## config.mk

```make
export PLATFORM = sky130hd
export DESIGN_NAME = fetch_sequencer_flat
export DESIGN_NICKNAME = d
export VERILOG_FILES = /design/src/rtl/fetch_sequencer_if.sv /design/src/rtl/fetch_sequencer.sv /design/src/flat_wrapper.sv
export SDC_FILE = /design/constraint.sdc
export NUM_CORES = 1
export LEC_CHECK = 0
export CORE_MARGIN = 4
export CORE_UTILIZATION = 36
export DETAILED_ROUTE_END_ITERATION = 10
export DONT_BUFFER_PORTS = 1
export SYNTH_ARGS = -nofsm -noshare
export SYNTH_HDL_FRONTEND = slang
export SYNTH_SLANG_ARGS = --single-unit
```

## constraint.sdc

```tcl
create_clock -name clk -period 11.4 [get_ports clk]
set_clock_uncertainty 0.1 [all_clocks]
set_input_delay 2.85 -clock clk [delete_from_list [all_inputs] [get_ports clk]]
set_output_delay 2.85 -clock clk [all_outputs]
set_load 0.05 [all_outputs]
```

## src/rtl/fetch_sequencer_if.sv

```systemverilog
// Handshake/bus bundle between the fetch sequencer and its control unit.
// The master drives launch, control and LUT-write signals; the slave returns fetch status.
interface fetch_sequencer_if #(
  parameter int unsigned PC_W = 10
);
  logic            start;
  logic [PC_W-1:0] start_addr;
  logic            br_ctrl;
  logic            jmp_ctrl;
  logic            done_ctrl;
  logic            br_cond;
  logic [3:0]      tgt_sel;
  logic            lut_we;
  logic [3:0]      lut_waddr;
  logic [PC_W-1:0] lut_wdata;
  logic [PC_W-1:0] pc;
  logic            pc_valid;
  logic            halt;
  logic [15:0]     cycle_cnt;

  modport master (
    output start, start_addr, br_ctrl, jmp_ctrl, done_ctrl, br_cond, tgt_sel,
    output lut_we, lut_waddr, lut_wdata,
    input  pc, pc_valid, halt, cycle_cnt
  );

  modport slave (
    input  start, start_addr, br_ctrl, jmp_ctrl, done_ctrl, br_cond, tgt_sel,
    input  lut_we, lut_waddr, lut_wdata,
    output pc, pc_valid, halt, cycle_cnt
  );
endinterface

```

## src/rtl/fetch_sequencer.sv

```systemverilog
// Program-counter sequencer: IDLE/RUN/HALT FSM with sequential fetch, LUT-based
// jump/branch targets, and a saturating count of RUN cycles since launch.
module fetch_sequencer #(
  parameter int unsigned PC_W      = 10,
  parameter int unsigned LUT_DEPTH = 16
) (
  input logic               clk,
  input logic               reset,
  fetch_sequencer_if.slave  bus
);

  typedef enum logic [1:0] {StIdle, StRun, StHalt} state_e;

  state_e          state_q, state_d;
  logic [PC_W-1:0] pc_q, pc_d;
  logic [15:0]     cnt_q, cnt_d;
  logic            pc_valid_q, halt_q;
  logic [PC_W-1:0] lut_q [LUT_DEPTH];
  logic [PC_W-1:0] tgt;

  // Read from registered contents so a same-cycle write never bypasses.
  assign tgt = lut_q[bus.tgt_sel];

  always_comb begin
    state_d = state_q;
    pc_d    = pc_q;
    cnt_d   = cnt_q;
    unique case (state_q)
      StIdle, StHalt: begin
        if (bus.start) begin
          state_d = StRun;
          pc_d    = bus.start_addr;
          cnt_d   = 16'd0;
        end
      end
      StRun: begin
        cnt_d = (cnt_q == 16'hFFFF) ? cnt_q : cnt_q + 16'd1;
        if (bus.done_ctrl) begin
          state_d = StHalt;
        end else if (bus.jmp_ctrl) begin
          pc_d = tgt;
        end else if (bus.br_ctrl && bus.br_cond) begin
          pc_d = tgt;
        end else begin
          pc_d = pc_q + PC_W'(1);
        end
      end
      default: state_d = StIdle;
    endcase
  end

  // Status outputs are registered from the next state so they track state_q exactly.
  always_ff @(posedge clk or posedge reset) begin
    if (reset) begin
      state_q    <= StIdle;
      pc_q       <= '0;
      cnt_q      <= '0;
      pc_valid_q <= 1'b0;
      halt_q     <= 1'b0;
    end else begin
      state_q    <= state_d;
      pc_q       <= pc_d;
      cnt_q      <= cnt_d;
      pc_valid_q <= (state_d == StRun);
      halt_q     <= (state_d == StHalt);
    end
  end

  always_ff @(posedge clk or posedge reset) begin
    if (reset) begin
      for (int unsigned i = 0; i < LUT_DEPTH; i++) begin
        lut_q[i] <= '0;
      end
    end else if (bus.lut_we) begin
      lut_q[bus.lut_waddr] <= bus.lut_wdata;
    end
  end

  assign bus.pc        = pc_q;
  assign bus.pc_valid  = pc_valid_q;
  assign bus.halt      = halt_q;
  assign bus.cycle_cnt = cnt_q;

endmodule

```

## src/flat_wrapper.sv

```systemverilog
// flat-port wrapper written by rule: the top's interface ports become plain ports
module fetch_sequencer_flat 
#(
  parameter int unsigned PC_W      = 10,
  parameter int unsigned LUT_DEPTH = 16
)
  (clk, reset, bus_start, bus_start_addr, bus_br_ctrl, bus_jmp_ctrl, bus_done_ctrl, bus_br_cond, bus_tgt_sel, bus_lut_we, bus_lut_waddr, bus_lut_wdata, bus_pc, bus_pc_valid, bus_halt, bus_cycle_cnt);
  fetch_sequencer_if #(.PC_W(PC_W)) bus_i ();
  input logic clk;
  input logic reset;
  input wire logic [$bits(bus_i.start)-1:0] bus_start;
  input wire logic [$bits(bus_i.start_addr)-1:0] bus_start_addr;
  input wire logic [$bits(bus_i.br_ctrl)-1:0] bus_br_ctrl;
  input wire logic [$bits(bus_i.jmp_ctrl)-1:0] bus_jmp_ctrl;
  input wire logic [$bits(bus_i.done_ctrl)-1:0] bus_done_ctrl;
  input wire logic [$bits(bus_i.br_cond)-1:0] bus_br_cond;
  input wire logic [$bits(bus_i.tgt_sel)-1:0] bus_tgt_sel;
  input wire logic [$bits(bus_i.lut_we)-1:0] bus_lut_we;
  input wire logic [$bits(bus_i.lut_waddr)-1:0] bus_lut_waddr;
  input wire logic [$bits(bus_i.lut_wdata)-1:0] bus_lut_wdata;
  output wire logic [$bits(bus_i.pc)-1:0] bus_pc;
  output wire logic [$bits(bus_i.pc_valid)-1:0] bus_pc_valid;
  output wire logic [$bits(bus_i.halt)-1:0] bus_halt;
  output wire logic [$bits(bus_i.cycle_cnt)-1:0] bus_cycle_cnt;
  assign bus_i.start = bus_start;
  assign bus_i.start_addr = bus_start_addr;
  assign bus_i.br_ctrl = bus_br_ctrl;
  assign bus_i.jmp_ctrl = bus_jmp_ctrl;
  assign bus_i.done_ctrl = bus_done_ctrl;
  assign bus_i.br_cond = bus_br_cond;
  assign bus_i.tgt_sel = bus_tgt_sel;
  assign bus_i.lut_we = bus_lut_we;
  assign bus_i.lut_waddr = bus_lut_waddr;
  assign bus_i.lut_wdata = bus_lut_wdata;
  assign bus_pc = bus_i.pc;
  assign bus_pc_valid = bus_i.pc_valid;
  assign bus_halt = bus_i.halt;
  assign bus_cycle_cnt = bus_i.cycle_cnt;
  fetch_sequencer #(.PC_W(PC_W), .LUT_DEPTH(LUT_DEPTH)) u_core (.clk(clk), .reset(reset), .bus(bus_i));
endmodule
```

==> summary.md <==
| Metric | Value |
|---|---|
| Run status | `complete, no violations` |
| Die ar. | `0.0276 mm2` |
| Die Y | `roughly 170 um` |
| Skew-Pair Late Insertion Delay | `approximately 0.43 ns` |
| Metal2 WL | `10100 um` |
| EDFF count, synth | `0` |
| Syn Area/Cell | `approximately 14 um2` |
| Logic pwr share | `0.179` |
| Hold slack final | `0.401 ns` |
| Core ar. | `approximately 0.024 mm2` |
| Row count | `57` |
| Clock power share | `0.296` |
| TritonRoute pass-1 iters | `5` |
| Met1 WL | `between 10000 and 15000 um` |
| Asr flop ratio synth | `1.00` |
| Post-Synthesis Cell Area | `approximately 0.0090 mm2` |
| Seq/Total Area, Yosys | `0.527` |
| Area leader, netlist | `dfrtp_1` |
| RSZ-0062 raised after global routing | `no` |
| Fillers | `~2300` |
| Die Span X | `~170 um` |
| # IOs | `64` |
| Crit-path leading delay family | `buffers and inverters` |
| CTS HTree Levels | `4` |
| Peak supply drop | `~0.00011 V` |
| Crit path max-delay cell type | `buf_4` |
| Fmax | `225 MHz` |
| Syn Inst Count | `649` |
| N_diodes | `0` |
| Layout cells sized above 1 | `0.379` |
| Largest fanout on the critical path | `between 70 and 80` |
| Via count | `5494` |
| CTS tree | `built` |
| Util after Layout | `0.405` |
| Leak Pwr | `between 4 and 5 nW` |
| Slew headroom | `0.251` |
| Reg power frac | `0.525` |
| Final ANT Viol Nets | `0` |
| Total track usage | `0.159` |
| #FFs+latches synth | `190` |
| WL final | `~22000 um` |
| Hold Crit Class | `reg -> reg` |
| Vias per cell | `about 5.6` |
| Netlist cell types | `50` |
| DRT iter0 DRCs | `between 300 and 400` |
| Max-cap viol count | `0` |
| CTS Sinks | `190` |
| Vias in the first global route | `5969` |
| Crit Path Category | `in -> async` |
| Nets | `around 700` |
| Max incr delay on CP | `0.83 ns` |
| I/O Buffers | `0` |
| Clock Tree Buf Depth | `2` |
| Share of Yosys cell area claimed by the top area cell type | `0.527` |
| Crit end category | `asynchronous set/reset pin` |
| Pwr Density | `approximately 200 mW/mm2` |
| Wire length of the first global-routing pass | `34600 um` |
| Post-DP Area | `between 0.009 and 0.01 mm2` |
| Setup bufs post-CTS | `0` |
| Post-synth top flop | `dfrtp_1` |
| Cts bufs inserted | `17` |
| CTS Root Buffer Type | `clkbuf_16` |
| Setup violators final | `0` |
| Starting Density | `0.369` |
| Area Growth Syn to Fin | `9.74%` |
| Setup TNS | `0 ns` |
| Yosys Warn Count | `0` |
| Worst path bufs/invs | `3` |
| DR top layer | `met4` |
| Worst-path cell chain | `inv_6, buf_4, buf_4` |
| Final Cycle Share | `0.390` |
| Dpl hpwl | `roughly 15000 um` |
| Slew Limit Fails | `0` |
| Clock transition at path regs | `0.07 ns` |
| Critical Path Source Type | `primary input` |
| CTS resizes | `0` |
| Switch Pwr | `0.000608 W` |
| Post-route cell area | `0.00990 mm2` |
| Initial antenna violation count | `0` |
| Minimum clock period | `4.45 ns` |
| Most common cell on crit path | `buf_4` |
| Switch share | `0.314` |
| Met3 wire len | `about 1600 um` |
| Fin. Hold Viols | `0` |
| Drc violations | `0` |
| CP arrival | `slightly below 5 ns` |
| Placer Congestion | `~0.86` |
| CTS Hold Bufs | `0` |
| Pin count of the biggest net entering global routing | `between 70 and 80` |
| Grt total ovfl | `0` |
| Required time of the critical path | `between 10 and 15 ns` |
| Area contributors post-synth | `dfrtp_1 (53%), mux2_2 (21%), mux4_2 (8.0%), mux4_1 (2.3%), nor2_1 (1.3%)` |
| Int Power | `0.00133 W` |
| WL per Instance | `roughly 22 um` |
| Synthesized Nets | `~690` |
| Least-Margin Pin Slew | `about 1.1 ns` |
per-layer routing:
layer | track usage | up-vias
li1 | - | 2414
met1 | 0.214 | 2898
met2 | 0.254 | 162
met3 | 0.0552 | 20
met4 | 0.0285 | 0
met5 | 0 | -
kinds of logic after synthesis:
logic type / share of synthesized area
mux: 0.322
flops: 0.527
simple gates: 0.0615
compound gates: 0.0530
buf+inv: 0.0218
xor+xnor: 0.0117
fa+ha+maj: 0.00277
power by group through the flow:
stage	logic, W	clock network [W]	registers, W
2_1_floorplan	0.000299	0	0.000986
3_3_place_gp	0.000330	0	0.00101
3_5_place_dp	0.000347	0	0.00103
4_1_cts	0.000349	0.000584	0.00101
5_1_grt	0.000379	0.000614	0.00104
6_report	0.000347	0.000573	0.00102
area by class of cell:
class / count / area (um2) / share of cell area
timing repair buffer: 11 / 82.6 / 0.00834
sequential: 190 / 4750 / 0.480
clock buffer: 19 / 443 / 0.0448
inverter: 5 / 23.8 / 0.00240
multi-input combinational: 417 / 4070 / 0.411
clock inverter: 13 / 120 / 0.0121
tap: 324 / 405 / 0.0410
registers in the layout, indices dropped and copies added (netlist names):
signal	count
u_core.bus.pc_valid	1
u_core.bus.halt	1
u_core.state_q	2
u_core.lut_q	160
u_core.bus.cycle_cnt	16
u_core.bus.pc	10
final timing paths:
check | start | end | slack, ns | cells past startpoint
max | reset | u_core.lut_q[121] | 6.95 | 3
min | u_core.lut_q[58] | u_core.lut_q[58] | 0.40 | 1
max reg2reg | u_core.state_q[0] | u_core.bus.cycle_cnt[14] | 8.85 | 5
min reg2reg | u_core.lut_q[58] | u_core.lut_q[58] | 0.40 | 1
max in group clk | bus_lut_waddr[2] | u_core.lut_q[122] | 6.95 | 3
min in group asynchronous | reset | u_core.bus.cycle_cnt[11] | 2.22 | 1
cells in the final DEF, fill, tap and decap left out, types with 3 or more instances in the layout:
master     netlist  final
nand2b_1         8      8
mux2i_1          6      6
dfrtp_1        190    190
and4_1           4      4
nor2b_1          4      4
a31oi_1          6      6
nor2_1          32     32
or3_1            3      3
nor4_1           3      3
a211oi_1         6      6
clkbuf_16        0     17
nand2_1         28     28
mux4_2          32     32
a311oi_1         3      3
mux2_2         170    170
and3_1           6      6
o22ai_1          6      6
xnor2_1         10     10
inv_1            4      3
mux4_1           8      8
inv_6            0      7
a22o_1           3      3
buf_4            1     11
o21ai_0         17     17
nand3_1         13     13
a21oi_1         18     18
nor3_1           4      4
synthesized netlist by cell type (2+ instances only):
| library cell | number |
|---|---|
| a211oi_1 | 6 |
| a21oi_1 | 18 |
| a221oi_1 | 2 |
| a22o_1 | 3 |
| a22oi_1 | 2 |
| a311oi_1 | 3 |
| a31oi_1 | 6 |
| and3_1 | 6 |
| and4_1 | 4 |
| buf_2 | 9 |
| clkbuf_1 | 24 |
| dfrtp_1 | 190 |
| ha_1 | 2 |
| inv_1 | 4 |
| mux2_2 | 170 |
| mux2i_1 | 6 |
| mux4_1 | 8 |
| mux4_2 | 32 |
| nand2_1 | 28 |
| nand2b_1 | 8 |
| nand3_1 | 13 |
| nand3b_1 | 2 |
| nand4_1 | 2 |
| nor2_1 | 32 |
| nor2b_1 | 4 |
| nor3_1 | 4 |
| nor3b_1 | 2 |
| nor4_1 | 3 |
| o21ai_0 | 17 |
| o221ai_1 | 2 |
| o22ai_1 | 6 |
| or3_1 | 3 |
| xnor2_1 | 10 |
| xor2_1 | 2 |
per-stage QoR:
step | power [W] | setup slack, ns | std cells
after global placement | 0.00134 | 6.49 | 947
final | 0.00194 | 6.95 | 979
after global routing | 0.00203 | 6.53 | 979
after CTS | 0.00195 | 6.83 | 979
after floorplan | 0.00129 | 3.28 | 649
after detailed placement | 0.00138 | 6.37 | 947
(Power assumes the default switching activity.)
